**src/rtl/pipe_hazard_if.sv**
```systemverilog
// Signal bundle between the pipeline control path and pipe_hazard_unit.
// The perf_stall/perf_flush counters exist only when HAZARD_PERF_EN is defined.
interface pipe_hazard_if #(
    parameter int XLEN  = 32,
    parameter int DEPTH = 3
);
    localparam int SELW = $clog2(DEPTH + 1);

    logic                  id_valid;
    logic [4:0]            id_rs1;
    logic                  id_rs1_re;
    logic [4:0]            id_rs2;
    logic                  id_rs2_re;
    logic [4:0]            id_rd;
    logic                  id_we;
    logic                  id_load;
    logic                  redirect;
    logic [XLEN-1:0]       rf_rd1;
    logic [XLEN-1:0]       rf_rd2;
    logic [DEPTH*XLEN-1:0] fwd_data;

    logic [XLEN-1:0]       op1;
    logic [XLEN-1:0]       op2;
    logic [SELW-1:0]       fwd_sel1;
    logic [SELW-1:0]       fwd_sel2;
    logic                  stall;
    logic                  flush_ifid;
    logic                  bubble;
    logic [DEPTH-1:0]      inflight;
`ifdef HAZARD_PERF_EN
    logic [31:0]           perf_stall;
    logic [31:0]           perf_flush;
`endif

    // Pipeline side: presents the ID instruction and datapath values.
    modport master (
        output id_valid, id_rs1, id_rs1_re, id_rs2, id_rs2_re, id_rd, id_we, id_load,
        output redirect, rf_rd1, rf_rd2, fwd_data,
`ifdef HAZARD_PERF_EN
        input  perf_stall, perf_flush,
`endif
        input  op1, op2, fwd_sel1, fwd_sel2, stall, flush_ifid, bubble, inflight
    );

    modport slave (
        input  id_valid, id_rs1, id_rs1_re, id_rs2, id_rs2_re, id_rd, id_we, id_load,
        input  redirect, rf_rd1, rf_rd2, fwd_data,
`ifdef HAZARD_PERF_EN
        output perf_stall, perf_flush,
`endif
        output op1, op2, fwd_sel1, fwd_sel2, stall, flush_ifid, bubble, inflight
    );
endinterface

```
**src/rtl/pipe_hazard_unit.sv**
```systemverilog
// Hazard/forwarding controller: tracks in-flight writes, forwards the youngest match,
// stalls on load-use and squashes on redirect. HAZARD_PERF_EN adds stall/flush counters.
module pipe_hazard_unit #(
    parameter int XLEN     = 32,
    parameter int DEPTH    = 3,
    parameter int LOAD_LAT = 1
) (
    input  logic         clk,
    input  logic         rst,
    pipe_hazard_if.slave hz
);
    localparam int SELW = $clog2(DEPTH + 1);

    logic [DEPTH-1:0] ent_valid;
    logic [DEPTH-1:0] ent_we;
    logic [DEPTH-1:0] ent_load;
    logic [4:0]       ent_rd [DEPTH];

    logic [SELW-1:0]  sel1;
    logic [SELW-1:0]  sel2;
    logic [XLEN-1:0]  data1;
    logic [XLEN-1:0]  data2;
    logic             load_use1;
    logic             load_use2;
    logic             stall;
    logic             accept;

    // Entry 0 is EX; entries shift toward WB every edge and the oldest falls off.
    always_ff @(posedge clk or posedge rst) begin
        if (rst) begin
            ent_valid <= '0;
            ent_we    <= '0;
            ent_load  <= '0;
            for (int k = 0; k < DEPTH; k++) begin
                ent_rd[k] <= 5'd0;
            end
        end else begin
            for (int k = DEPTH - 1; k > 0; k--) begin
                ent_valid[k] <= ent_valid[k-1];
                ent_we[k]    <= ent_we[k-1];
                ent_load[k]  <= ent_load[k-1];
                ent_rd[k]    <= ent_rd[k-1];
            end
            ent_valid[0] <= accept;
            ent_we[0]    <= hz.id_we;
            ent_load[0]  <= hz.id_load;
            ent_rd[0]    <= hz.id_rd;
        end
    end

    // Scan oldest to youngest so the youngest match is the one left standing.
    always_comb begin
        sel1      = '0;
        sel2      = '0;
        data1     = hz.rf_rd1;
        data2     = hz.rf_rd2;
        load_use1 = 1'b0;
        load_use2 = 1'b0;
        for (int k = DEPTH - 1; k >= 0; k--) begin
            if (hz.id_valid && hz.id_rs1_re && (hz.id_rs1 != 5'd0) &&
                ent_valid[k] && ent_we[k] && (ent_rd[k] == hz.id_rs1)) begin
                sel1      = SELW'(k + 1);
                data1     = hz.fwd_data[k*XLEN +: XLEN];
                load_use1 = ent_load[k] && (k < LOAD_LAT);
            end
            if (hz.id_valid && hz.id_rs2_re && (hz.id_rs2 != 5'd0) &&
                ent_valid[k] && ent_we[k] && (ent_rd[k] == hz.id_rs2)) begin
                sel2      = SELW'(k + 1);
                data2     = hz.fwd_data[k*XLEN +: XLEN];
                load_use2 = ent_load[k] && (k < LOAD_LAT);
            end
        end
    end

    // A redirect squashes the ID instruction, so a pending load-use no longer matters.
    assign stall  = (load_use1 || load_use2) && !hz.redirect;
    assign accept = hz.id_valid && !stall && !hz.redirect;

    assign hz.op1        = data1;
    assign hz.op2        = data2;
    assign hz.fwd_sel1   = sel1;
    assign hz.fwd_sel2   = sel2;
    assign hz.stall      = stall;
    assign hz.flush_ifid = hz.redirect;
    assign hz.bubble     = stall || hz.redirect;
    assign hz.inflight   = ent_valid & ent_we;

`ifdef HAZARD_PERF_EN
    logic [31:0] perf_stall_q;
    logic [31:0] perf_flush_q;

    always_ff @(posedge clk or posedge rst) begin
        if (rst) begin
            perf_stall_q <= '0;
            perf_flush_q <= '0;
        end else begin
            if (stall && !hz.redirect && (perf_stall_q != 32'hFFFF_FFFF)) begin
                perf_stall_q <= perf_stall_q + 32'd1;
            end
            if (hz.redirect && (perf_flush_q != 32'hFFFF_FFFF)) begin
                perf_flush_q <= perf_flush_q + 32'd1;
            end
        end
    end

    assign hz.perf_stall = perf_stall_q;
    assign hz.perf_flush = perf_flush_q;
`endif
endmodule

```
**src/flat_wrapper.sv**
```systemverilog
// flat-port wrapper written by rule: the top's interface ports become plain ports
module pipe_hazard_unit_flat 
#(
    parameter int XLEN     = 32,
    parameter int DEPTH    = 3,
    parameter int LOAD_LAT = 1
)
  (clk, rst, hz_id_valid, hz_id_rs1, hz_id_rs1_re, hz_id_rs2, hz_id_rs2_re, hz_id_rd, hz_id_we, hz_id_load, hz_redirect, hz_rf_rd1, hz_rf_rd2, hz_fwd_data, hz_op1, hz_op2, hz_fwd_sel1, hz_fwd_sel2, hz_stall, hz_flush_ifid, hz_bubble, hz_inflight);
  pipe_hazard_if #(.XLEN(XLEN), .DEPTH(DEPTH)) hz_i ();
  input  logic clk;
  input  logic rst;
  input wire logic [$bits(hz_i.id_valid)-1:0] hz_id_valid;
  input wire logic [$bits(hz_i.id_rs1)-1:0] hz_id_rs1;
  input wire logic [$bits(hz_i.id_rs1_re)-1:0] hz_id_rs1_re;
  input wire logic [$bits(hz_i.id_rs2)-1:0] hz_id_rs2;
  input wire logic [$bits(hz_i.id_rs2_re)-1:0] hz_id_rs2_re;
  input wire logic [$bits(hz_i.id_rd)-1:0] hz_id_rd;
  input wire logic [$bits(hz_i.id_we)-1:0] hz_id_we;
  input wire logic [$bits(hz_i.id_load)-1:0] hz_id_load;
  input wire logic [$bits(hz_i.redirect)-1:0] hz_redirect;
  input wire logic [$bits(hz_i.rf_rd1)-1:0] hz_rf_rd1;
  input wire logic [$bits(hz_i.rf_rd2)-1:0] hz_rf_rd2;
  input wire logic [$bits(hz_i.fwd_data)-1:0] hz_fwd_data;
  output wire logic [$bits(hz_i.op1)-1:0] hz_op1;
  output wire logic [$bits(hz_i.op2)-1:0] hz_op2;
  output wire logic [$bits(hz_i.fwd_sel1)-1:0] hz_fwd_sel1;
  output wire logic [$bits(hz_i.fwd_sel2)-1:0] hz_fwd_sel2;
  output wire logic [$bits(hz_i.stall)-1:0] hz_stall;
  output wire logic [$bits(hz_i.flush_ifid)-1:0] hz_flush_ifid;
  output wire logic [$bits(hz_i.bubble)-1:0] hz_bubble;
  output wire logic [$bits(hz_i.inflight)-1:0] hz_inflight;
  assign hz_i.id_valid = hz_id_valid;
  assign hz_i.id_rs1 = hz_id_rs1;
  assign hz_i.id_rs1_re = hz_id_rs1_re;
  assign hz_i.id_rs2 = hz_id_rs2;
  assign hz_i.id_rs2_re = hz_id_rs2_re;
  assign hz_i.id_rd = hz_id_rd;
  assign hz_i.id_we = hz_id_we;
  assign hz_i.id_load = hz_id_load;
  assign hz_i.redirect = hz_redirect;
  assign hz_i.rf_rd1 = hz_rf_rd1;
  assign hz_i.rf_rd2 = hz_rf_rd2;
  assign hz_i.fwd_data = hz_fwd_data;
  assign hz_op1 = hz_i.op1;
  assign hz_op2 = hz_i.op2;
  assign hz_fwd_sel1 = hz_i.fwd_sel1;
  assign hz_fwd_sel2 = hz_i.fwd_sel2;
  assign hz_stall = hz_i.stall;
  assign hz_flush_ifid = hz_i.flush_ifid;
  assign hz_bubble = hz_i.bubble;
  assign hz_inflight = hz_i.inflight;
  pipe_hazard_unit #(.XLEN(XLEN), .DEPTH(DEPTH), .LOAD_LAT(LOAD_LAT)) u_core (.clk(clk), .rst(rst), .hz(hz_i));
endmodule
```
**config.mk**
```make
export PLATFORM = sky130hd
export DESIGN_NAME = pipe_hazard_unit_flat
export DESIGN_NICKNAME = d
export VERILOG_FILES = /design/src/rtl/pipe_hazard_if.sv /design/src/rtl/pipe_hazard_unit.sv /design/src/flat_wrapper.sv
export SDC_FILE = /design/constraint.sdc
export NUM_CORES = 1
export LEC_CHECK = 0
export CORE_ASPECT_RATIO = 0.7
export CORE_MARGIN = 8
export CORE_UTILIZATION = 38
export DETAILED_ROUTE_END_ITERATION = 7
export HOLD_SLACK_MARGIN = 0.15
export PLACE_DENSITY = 0.95
export REMOVE_ABC_BUFFERS = 1
export SLEW_MARGIN = 40
export SYNTH_ARGS = -nofsm -noshare
export SYNTH_HDL_FRONTEND = slang
export SYNTH_SLANG_ARGS = --single-unit
```
**constraint.sdc**
```tcl
create_clock -name clk -period 4 [get_ports clk]
set_input_delay 0.8 -clock clk [delete_from_list [all_inputs] [get_ports clk]]
set_output_delay 0.8 -clock clk [all_outputs]
set_load 0.01 [all_outputs]
```
# ---- Word-level counts from Yosys, hierarchy flattened
# Index checks and enable logic that the tools add are counted.
dict set report classes {
  eq_ne 6
  mux 14
  n_bitwise 1
  n_reduce_logical 31
}
# op count
set ops {}
lappend ops {{two-way mux 32 bit} 6}
lappend ops {{== test 5 bit} 6}
lappend ops {{logical AND 1 bit} 25}
lappend ops {{two-way mux 2 bit} 6}
lappend ops {{nonzero test 5 bit} 2}
lappend ops {{AND 3 bit} 1}
lappend ops {{zero test 1 bit} 2}
lappend ops {{logical OR 1 bit} 2}
lappend ops {{two-way mux 1 bit} 2}
dict set report totals {
  register_bits 22
  in_bits 183
  output_inout_bits 74
  elab_cells 58
}

# ---- Depth between registers and ports, before layout
# Gate-level depths: netlist of the first run.
dict set report depth {
  depth_word 11
  ltp_mapped 9
}

# ---- Worst setup path after synthesis of the first run
# No wires, ideal clock.
dict set report synth_path {
  path_kind {input to output}
  from {in hz_id_rs2[1]}
  to {out hz_op2[30]}
  arrival_time_ps 2512
  t_required_ps 3200
  setup_slack_ps 688
  path_stages 8
  cell_sequence {buf_6 xnor2_2 nand4_1 or4_1 buf_2 nor2b_2 buf_6 a221oi_1}
}
dict set report synth_between {
  elab_chain_len 8
  word_cells_on_any_way 17
  classes_between {3 x eq/ne; 3 x mux; 11 x reduce/logical}
}
# item line
set synth_lines {}
lappend synth_lines {{start, declared} flat_wrapper.sv:15} ;# input wire logic [$bits(hz_i.id_rs2)-1:0] hz_id_rs2;
lappend synth_lines {{nonzero test 5 bit} pipe_hazard_unit.sv:66} ;# if (hz.id_valid && hz.id_rs2_re && (hz.id_rs2 != 5'd0) &&
lappend synth_lines {{logical AND 1 bit (2 in a row)} pipe_hazard_unit.sv:66}
lappend synth_lines {{logical AND 1 bit (2 in a row)} pipe_hazard_unit.sv:67} ;# ent_valid[k] && ent_we[k] && (ent_rd[k] == hz.id_rs2)) begin
lappend synth_lines {{two-way mux 32 bit (2 in a row)} pipe_hazard_unit.sv:66}
lappend synth_lines {{two-way mux 32 bit (*)} pipe_hazard_unit.sv:66}
lappend synth_lines {{end, declared} flat_wrapper.sv:25} ;# output wire logic [$bits(hz_i.op2)-1:0] hz_op2;
# Every way passes the cells marked *; elsewhere a longest branch is shown, timed or not.

# ---- Worst setup path after layout of the first run
dict set report layout_path {
  from {in hz_id_rs1[1]}
  to {out hz_op1[10]}
}
dict set report layout_between {
  elab_chain_len 8
  word_cells_on_any_way 17
  classes_between {3 x eq/ne; 3 x mux; 11 x reduce/logical}
}
# item line
set layout_lines {}
lappend layout_lines {{start, declared} flat_wrapper.sv:13} ;# input wire logic [$bits(hz_i.id_rs1)-1:0] hz_id_rs1;
lappend layout_lines {{nonzero test 5 bit} pipe_hazard_unit.sv:60} ;# if (hz.id_valid && hz.id_rs1_re && (hz.id_rs1 != 5'd0) &&
lappend layout_lines {{logical AND 1 bit (2 in a row)} pipe_hazard_unit.sv:60}
lappend layout_lines {{logical AND 1 bit (2 in a row)} pipe_hazard_unit.sv:61} ;# ent_valid[k] && ent_we[k] && (ent_rd[k] == hz.id_rs1)) begin
lappend layout_lines {{two-way mux 32 bit (2 in a row)} pipe_hazard_unit.sv:60}
lappend layout_lines {{two-way mux 32 bit (*)} pipe_hazard_unit.sv:60}
lappend layout_lines {{end, declared} flat_wrapper.sv:24} ;# output wire logic [$bits(hz_i.op1)-1:0] hz_op1;
# Marks and branches as above.

==> results.yml, run 1 <==
timing:
  fmax_mhz: 256
  rsz0062_at_grt: "no"
  slew_viol_final: 0
  maxSlewHeadroom_pct: 62.5
  setup_viol: 0
  setup_ws_ns: 0.0883
  hold_viol_final: 0
  worstMarginPinSlew_ns: 0.558
  period_share_pct: 97.8
  hold_slack_ns: 0.372
  skew_ns: 0.00103
  final.min_clock_period_ns: 3.91
drt:
  drc_errors: 0
  via_per_inst: 5.80
  wl_per_cell_um: 23.0
  first_pass_iters: 5
  drt_iter0_drc: 380
  wl_um: 18900
  drtAntennaViolNets: 0
  num_vias: 4784
grt:
  grt_pass1_vias: 5148
  grt_usage_pct: 28.7
  grt_pass1_wl_um: 27800
  grt_max_degree: 39
  grt_overflow: 0
  grt_antenna_before_repair: 0
power:
  internal_power_uw: 673
  p_leak_nw: 2.85
  seqPwrFrac_pct: 25.9
  p_clk_share_pct: 24.1
  vdd_drop_max_mv: 0.295
  power_frac_comb_pct: 50.0
  swShare_pct: 29.3
  power.net_switching_uw: 279
  p_per_area_nw_per_um2: 145
yosys:
  ys_warn_count: 0
  netlist-cell-type-count: 32
  synth.area.mux_share_pct: 9.38
  yosysTopAreaCell: "dfrtp_1"
  yosysSeqAreaShare_pct: 16.1
  synth_top_area_share_pct: 16.1
  yosys-top-cells-area: "dfrtp_1 16%, a221oi_2 13%, mux2i_1 9.4%, a22o_1 8.2%, inv_1 7.6%"
  syn_inst: 431
  synth.avg_cell_area_um2: 7.92
  syn_area_um2: 3410
  synth_top_family_by_area: "compound AO/OA/AOI/OAI gates"
  ys_seq_elements: 22
  synth_xor_area_share_pct: 7.91
  synth-simple-area-share_pct: 9.71
  synth_compound_gate_area_share_pct: 41.9
  synth_fa_ha_area_share_pct: 0
layout:
  nFillCells: 628
  area_growth_pct: 91.9
  drive_gt1_share_pct: 19.6
  nNetsFinal: 884
  layout_common_cells: "179 x clkdlybuf4s50_1, 68 x inv_1, 37 x buf_4"
  fin_area_um2: 6550
  final_common_cell: "clkdlybuf4s50_1"
cts:
  ctsHtreeMaxLevel: 1
  clk_pin_slew_ns: 0.06
  hold_buffers: 0
  cts_sinks: 22
  insertion_delay_ns: 0.25
  cts-root-buf: "clkbuf_16"
  cts_tree: "yes"
  cts_buffers: 3
  cts_buffer_depth: 2
floorplanning:
  ioPinCount: 257
  start_util_pct: 38.4
  core-area_um2: 8890
  num_rows: 29
  die_x_um: 129
  die_h_um: 95.3
  die_area_um2: 12300
placed_design:
  postPlaceCellArea_um2: 6340
  place_hpwl_um: 14600
  port_buffers: 256
  gp_congestion: 1.05
  pre_cts_ws_ns: -0.466
worst_setup_path:
  r2r-start: "u_core.ent_rd[13]"
  worstPathArrival_ns: 3.11
  critPathKind: "in -> out"
  cp-startpoint: "hz_id_rs1[1]"
  crit_path_end_kind: "output pin"
  worstPathMaxFanout: 18
  cp-start-kind: "input pin"
  crit_required_ns: 3.20
hold_path:
  min_from: "u_core.ent_we[0]"
  holdCritPathClass: "reg -> reg"
flow_run:
  drv_cap: 0
run_status:
  outcome: "finished clean"
what timing repair did:
item                                    CTS  global route
setup buffers                             6             4
gates resized for setup                 152            30
pin swaps                                 6             8
endpoints found under the setup margin   70            64
gates cloned                              2             1
state kept, by name (all words and copies together) (netlist names):
register          count
u_core.ent_we         3
u_core.ent_load       1
u_core.ent_valid      3
u_core.ent_rd        15
cells by family (layout without fill, tap and decap cells):
family	count (synthesis)	count (layout)
AO/OA/AOI/OAI	166	166
XOR/XNOR	30	30
buffers and inverters	114	382
flip-flops	22	22
multiplexers	32	32
other	0	1
AND/OR/NAND/NOR	67	68
stage by stage:
step | setup TNS, ns | instances | utilization [%] | total power [mW]
floorplan | -245.95 | 386 | - | 0.397
global placement | -14.24 | 807 | 71.3 | 0.718
detailed placement | -20.36 | 807 | 71.3 | 0.734
CTS | -0.201 | 819 | 72.5 | 0.945
global route | 0 | 824 | 73.7 | 0.991
finish | 0 | 825 | 73.7 | 0.952
layer usage:
layer / wire length (um) / part of all wire [%] / global-route usage, % / up-vias
met4: 673 / 3.6 / 12.3 / 0
met5: 0 / 0 / 0 / -
met1: 7440 / 39 / 34.4 / 2267
met2: 9170 / 48 / 49.5 / 321
li1: - / - / - / 2142
met3: 1660 / 8.8 / 5.42 / 54
worst paths after layout:
kind / end / slack, ns / depth (start not counted)
max in group asynchronous: u_core.ent_rd[0] / 2.82 / 2
min reg2reg: u_core.ent_we[1] / 0.37 / 0
min in group asynchronous: u_core.ent_rd[13] / 0.87 / 2
max: hz_op1[10] / 0.09 / 9
min: u_core.ent_we[1] / 0.37 / 0
max reg2reg: u_core.ent_valid[0] / 2.14 / 6
worst max-delay path, cell delays in order:
cell	delay (ns)
clkdlybuf4s50_1	0.62
buf_4	0.18
o211ai_4	0.13
buf_12	0.17
nor4_4	0.40
buf_12	0.22
a21oi_1	0.09
a22o_1	0.20
dlygate4sd2_1	0.29
layout make-up:
| type | count | area (um^2) | area share (%) |
|---|---|---|---|
| multi-input combinational | 296 | 2490 | 38.0 |
| inverter | 69 | 259 | 3.95 |
| timing repair buffer | 309 | 3010 | 45.9 |
| tap | 124 | 155 | 2.37 |
| antenna | 1 | 2.50 | 0.0382 |
| clock buffer | 4 | 88.8 | 1.36 |
| sequential | 22 | 551 | 8.40 |
Yosys cell counts (all sizes together):
cell type  instances
inv               69
or4                6
o211ai            34
clkbuf            23
nor3               1
nand3              2
o31ai             32
nand4              6
dfrtp             22
nor4               4
and3b              1
nor2              35
buf               22
xnor2             25
a221oi            32
a21o               1
and4               1
a21oi             34
a22o              32
nand2b             1
and2               1
o21ai              1
xor2               5
nand2              8
nor2b              1
mux2i             32
power groups by stage:
stage / Combinational [mW] / Clock, mW / Sequential (mW)
after detailed placement: 0.485 / 0 / 0.249
after CTS: 0.467 / 0.232 / 0.246
final: 0.476 / 0.230 / 0.247
after floorplan: 0.151 / 0 / 0.246
after global routing: 0.504 / 0.239 / 0.248
after global placement: 0.469 / 0 / 0.249
No activity file was read; power rests on OpenSTA's default activity.
==> run 2: changes to the inputs <==
RECOVER_POWER = 50   (was unset)
REMOVE_ABC_BUFFERS = unset   (was 1)
==> run 2 against run 1 <==
Effect of this change: critical path depth unchanged; cell area decreased by 0.27%; power decreased by 0.35%; sequential cell count unchanged; wire length decreased by 4.7%; register-to-register slack got worse by 0.02 ns; global-route usage decreased by 1.6 points; sequential power about the same; clock skew about the same; core utilization decreased by 0.20 points; largest cell class unchanged; clock power about the same; worst hold slack improved by 0.015 ns.
==> results.yml, run 2 (same netlist as run 1, synthesis figures left out) <==
cts:
  insertion_delay_ns: 0.25
  clk_pin_slew_ns: 0.06
  cts_buffers: 3
  cts_tree: "yes"
  cts_sinks: 22
  ctsHtreeMaxLevel: 1
  cts-root-buf: "clkbuf_16"
  hold_buffers: 0
  cts_buffer_depth: 2
timing:
  skew_ns: 0.000742
  hold_viol_final: 0
  setup_tns_ns: 0
  setup_ws_ns: 0.0106
  fmax_mhz: 251
  setup_viol: 0
  worstMarginPinSlew_ns: 0.820
  period_share_pct: 99.7
  rsz0062_at_grt: "yes"
  final.min_clock_period_ns: 3.99
  maxSlewHeadroom_pct: 45.3
  hold_slack_ns: 0.387
  slew_viol_final: 0
layout:
  largest-register: "u_core.ent_rd"
  nNetsFinal: 882
  nFillCells: 646
  drive_gt1_share_pct: 19.6
  area_growth_pct: 91.4
  final-seq-area_um2: 551
  fin_area_um2: 6540
  final_common_cell: "clkdlybuf4s50_1"
  diodes: 0
  layout_common_cells: "169 x clkdlybuf4s50_1, 69 x inv_1, 36 x dlygate4sd2_1"
  largest_reg_flops: 15
  final_cells: 822
  final_core_util_pct: 73.5
  multi_input_area_um2: 2490
  reg_top3: "u_core.ent_rd: 15 flops, u_core.ent_valid: 3 flops, u_core.ent_we: 3 flops"
drt:
  wl_per_cell_um: 22.0
  drtAntennaViolNets: 0
  via_per_inst: 5.80
  num_vias: 4764
  drc_errors: 0
  drt_iter0_drc: 355
  first_pass_iters: 5
  wl_um: 18100
grt:
  grt_antenna_before_repair: 0
  grt_pass1_vias: 5048
  grt_pass1_wl_um: 26500
  grt_usage_pct: 27.0
  grt_overflow: 0
  grt_max_degree: 38
hold_path:
  holdCritPathClass: "reg -> reg"
floorplanning:
  ioPinCount: 257
  die_x_um: 129
  die_h_um: 95.3
  num_rows: 29
  start_util_pct: 38.4
  core-area_um2: 8890
  die_area_um2: 12300
placed_design:
  postPlaceCellArea_um2: 6380
  pre_cts_ws_ns: -0.428
  gp_congestion: 1.03
  port_buffers: 256
  place_hpwl_um: 14400
  place_inst: 810
worst_setup_path:
  cp-startpoint: "hz_id_rs2[0]"
  worstPathMaxFanout: 17
  critPathBufInv: 4
  r2r_cells: 6
  r2r-start: "u_core.ent_rd[11]"
  cp-start-kind: "input pin"
  r2r_setup_slack_ns: 2.12
  critPathKind: "in -> out"
  cp_cell_sequence: "clkdlybuf4s50_1, or4_4, o211ai_1, buf_4, or4_4, and2_4, buf_12, a221oi_1, buf_2"
  slowest_delay_ns: 0.57
  r2r-end: "u_core.ent_valid[0]"
  crit_required_ns: 3.20
  cp_top_family: "buffers and inverters"
  crit_end: "hz_op2[30]"
  crit_path_end_kind: "output pin"
  crit_top_cell: "or4_4"
  crit_slowest_cell: "or4_4"
  critical_path_cell_count: 9
  worstPathArrival_ns: 3.19
power:
  p_total_uw: 949
  p_per_area_nw_per_um2: 145
  vdd_drop_max_mv: 0.296
  p_leak_nw: 2.89
yosys:
  syn-num-nets: 614
flow_run:
  drv_cap: 0
run_status:
  outcome: "finished clean"
-- run 2: cell types whose count changed in the layout (fill, tap and decap cells not counted), sizes merged --
cell / before / now
clkdlybuf4s15: 15 / 5
dlygate4sd3: 0 / 12
diode: 1 / 0
and2: 2 / 1
clkbuf: 9 / 12
clkdlybuf4s50: 179 / 169
buf: 67 / 71
-- run 2: area by class of cell --
type                            instances  share of cell area, %
Multi-Input combinational cell        295                   38.1
Clock buffer                            4                   1.36
Sequential cell                        22                   8.42
Timing Repair Buffer                  308                   45.8
Tap cell                              124                   2.37
Inverter                               69                   3.96
-- run 2: how the worst min path moves through the flow --
stage,start,end,slack (ns),cells past startpoint
global placement,u_core.ent_valid[1],u_core.ent_valid[2],0.36,0
CTS,u_core.ent_we[0],u_core.ent_we[1],0.38,0
global route,u_core.ent_we[0],u_core.ent_we[1],0.38,0
detailed placement,u_core.ent_we[0],u_core.ent_we[1],0.37,0
floorplan,u_core.ent_valid[0],u_core.ent_valid[1],0.35,0
finish,u_core.ent_we[1],u_core.ent_we[2],0.39,0
-- run 2: power breakdown --
| part | switching, mW | internal, mW | leakage, nW |
|---|---|---|---|
| logic | 0.192 | 0.282 | 2.58 |
| registers | 0.0122 | 0.234 | 0.260 |
| clock network | 0.0767 | 0.153 | 0.0442 |
-- run 2: timing repair --
item                                    in CTS  in global routing
gates resized for setup                    152                 28
endpoints found under the setup margin      70                 47
buffers inserted                             2                  7
pin swaps                                    5                  5
-- run 2: routing by layer --
layer,global-route usage [%],wire [um],vias to the layer above
met1,30.6,6710,2220
met5,0,0,-
met4,12.9,860,0
met2,48.4,8860,329
li1,-,-,2135
met3,5.25,1620,80
==> run 3: changes to the inputs <==
CORE_ASPECT_RATIO = unset   (was 0.7)
CORE_UTILIZATION = 35   (was 38)
==> run 3 against run 2 <==
Effect of this change: register-to-register slack improved by 0.13 ns; die area rose by 6.9%; sequential share of layout area rose by 0.12 points; sequential cell count did not move; core utilization fell by 6.7 points; wire length rose by 0.56%; clock-buffer cell count fell by 1; clock skew rose by 0.0049 ns; worst hold slack got worse by 0.0042 ns; global-route usage fell by 1.7 points; cell area fell by 1.4%; largest cell class unchanged; highest routed layer unchanged.
==> results.yml, run 3 (same netlist as run 1, synthesis figures left out) <==
run_status:
  outcome: "finished clean"
layout:
  multi_input_area_um2: 2460
  diodes: 0
  reg_top3: "u_core.ent_rd: 15 flops, u_core.ent_valid: 3 flops, u_core.ent_we: 3 flops"
  final-seq-area_um2: 551
  fin_area_um2: 6440
  largest_reg_flops: 15
  nNetsFinal: 889
  layout_common_cells: "172 x clkdlybuf4s50_1, 69 x inv_1, 44 x buf_4"
  final_common_cell: "clkdlybuf4s50_1"
  nFillCells: 774
  drive_gt1_share_pct: 19.5
  largest-register: "u_core.ent_rd"
  area_growth_pct: 88.8
cts:
  cts_sinks: 22
  cts-root-buf: "clkbuf_8"
  ctsHtreeMaxLevel: 1
  cts_buffers: 3
  clk_pin_slew_ns: 0.08
  cts_buffer_depth: 2
  cts_tree: "yes"
  hold_buffers: 0
  insertion_delay_ns: 0.27
timing:
  period_share_pct: 99.1
  hold_slack_ns: 0.383
  setup_viol: 0
  fmax_mhz: 252
  setup_ws_ns: 0.0341
  slew_viol_final: 0
  maxSlewHeadroom_pct: 44.6
  rsz0062_at_grt: "yes"
  worstMarginPinSlew_ns: 0.830
  skew_ns: 0.00562
  hold_viol_final: 0
  final.min_clock_period_ns: 3.97
drt:
  drc_errors: 0
  via_per_inst: 5.66
  drt_iter0_drc: 367
  wl_per_cell_um: 21.7
  wl_um: 18200
  num_vias: 4741
  drtAntennaViolNets: 0
  first_pass_iters: 5
placed_design:
  pre_cts_ws_ns: -0.460
  port_buffers: 256
  postPlaceCellArea_um2: 6430
  place_hpwl_um: 14600
  gp_congestion: 1.01
power:
  vdd_drop_max_mv: 0.226
  p_per_area_nw_per_um2: 131
  p_total_uw: 843
  p_leak_nw: 2.79
hold_path:
  holdCritPathClass: "reg -> reg"
  hold_depth: 0
worst_setup_path:
  critPathBufInv: 4
  slowest_delay_ns: 0.61
  r2r_cells: 5
  cp_top_family: "simple AND/OR/NAND/NOR gates"
  crit_required_ns: 3.20
  crit_slowest_cell: "or4_4"
  worstPathArrival_ns: 3.17
  cp_cell_sequence: "dlygate4sd2_1, xnor2_2, nand4_1, or4_4, nor2b_4, buf_4, buf_12, a221oi_2, clkdlybuf4s15_1"
  worstPathMaxFanout: 13
  critPathKind: "in -> out"
  cp-start-kind: "input pin"
  critical_path_cell_count: 9
  crit_path_end_kind: "output pin"
floorplanning:
  die_x_um: 115
  ioPinCount: 257
  num_rows: 36
  die_area_um2: 13200
  start_util_pct: 35.4
  die_h_um: 115
  core-area_um2: 9640
grt:
  grt_pass1_vias: 5092
  grt_antenna_before_repair: 0
  grt_usage_pct: 25.4
  grt_max_degree: 34
  grt_pass1_wl_um: 26700
  grt_overflow: 0
yosys:
  syn-num-nets: 614
flow_run:
  drv_cap: 0
run 3: worst paths after layout:
| path | start | endpoint | slack [ns] |
|---|---|---|---|
| setup / recovery | hz_id_rs2[1] | hz_op2[8] | 0.03 |
| hold / removal | u_core.ent_we[1] | u_core.ent_we[2] | 0.38 |
| setup reg to reg | u_core.ent_rd[13] | u_core.ent_valid[0] | 2.25 |
| hold reg to reg | u_core.ent_we[1] | u_core.ent_we[2] | 0.38 |
| max in group asynchronous | rst | u_core.ent_rd[3] | 2.35 |
| min in group asynchronous | rst | u_core.ent_rd[13] | 1.13 |
run 3: metal layers:
metal	share of wire (%)	vias to the layer above	GRT usage, %
li1	-	2148	-
met1	37	2236	28.3
met2	51	305	46.5
met3	8.8	52	5.15
met4	3.5	0	9.19
met5	0	-	0
run 3: layout make-up:
type,instances,share of cell area (%)
inverters,69,4.02
repair buffers,314,46.1
well taps,133,2.58
clock buffers,3,0.641
flip-flops and latches,22,8.54
multi-input cells,296,38.1
run 3: power by group:
part           switching, mW  internal [mW]  leakage (nW)
Clock                 0.0688         0.0673        0.0216
Sequential            0.0115          0.234         0.260
Combinational          0.188          0.274          2.51
Total                  0.268          0.575          2.79
run 3: timing repair:
item                                    4_1_cts  5_1_grt
pin swaps                                     5        4
resized for setup                           110       54
endpoints found under the setup margin       70       60
setup buffers                                 9        0
cloned                                        1        0
run 3: stage by stage:
step	instances	TNS [ns]	util, %
2_1_floorplan	431	0	-
3_5_place_dp	825	-19.88	66.7
4_1_cts	838	0	67.7
3_3_place_gp	825	-17.21	66.7
6_report	837	0	66.9
5_1_grt	837	-0.0240	66.9
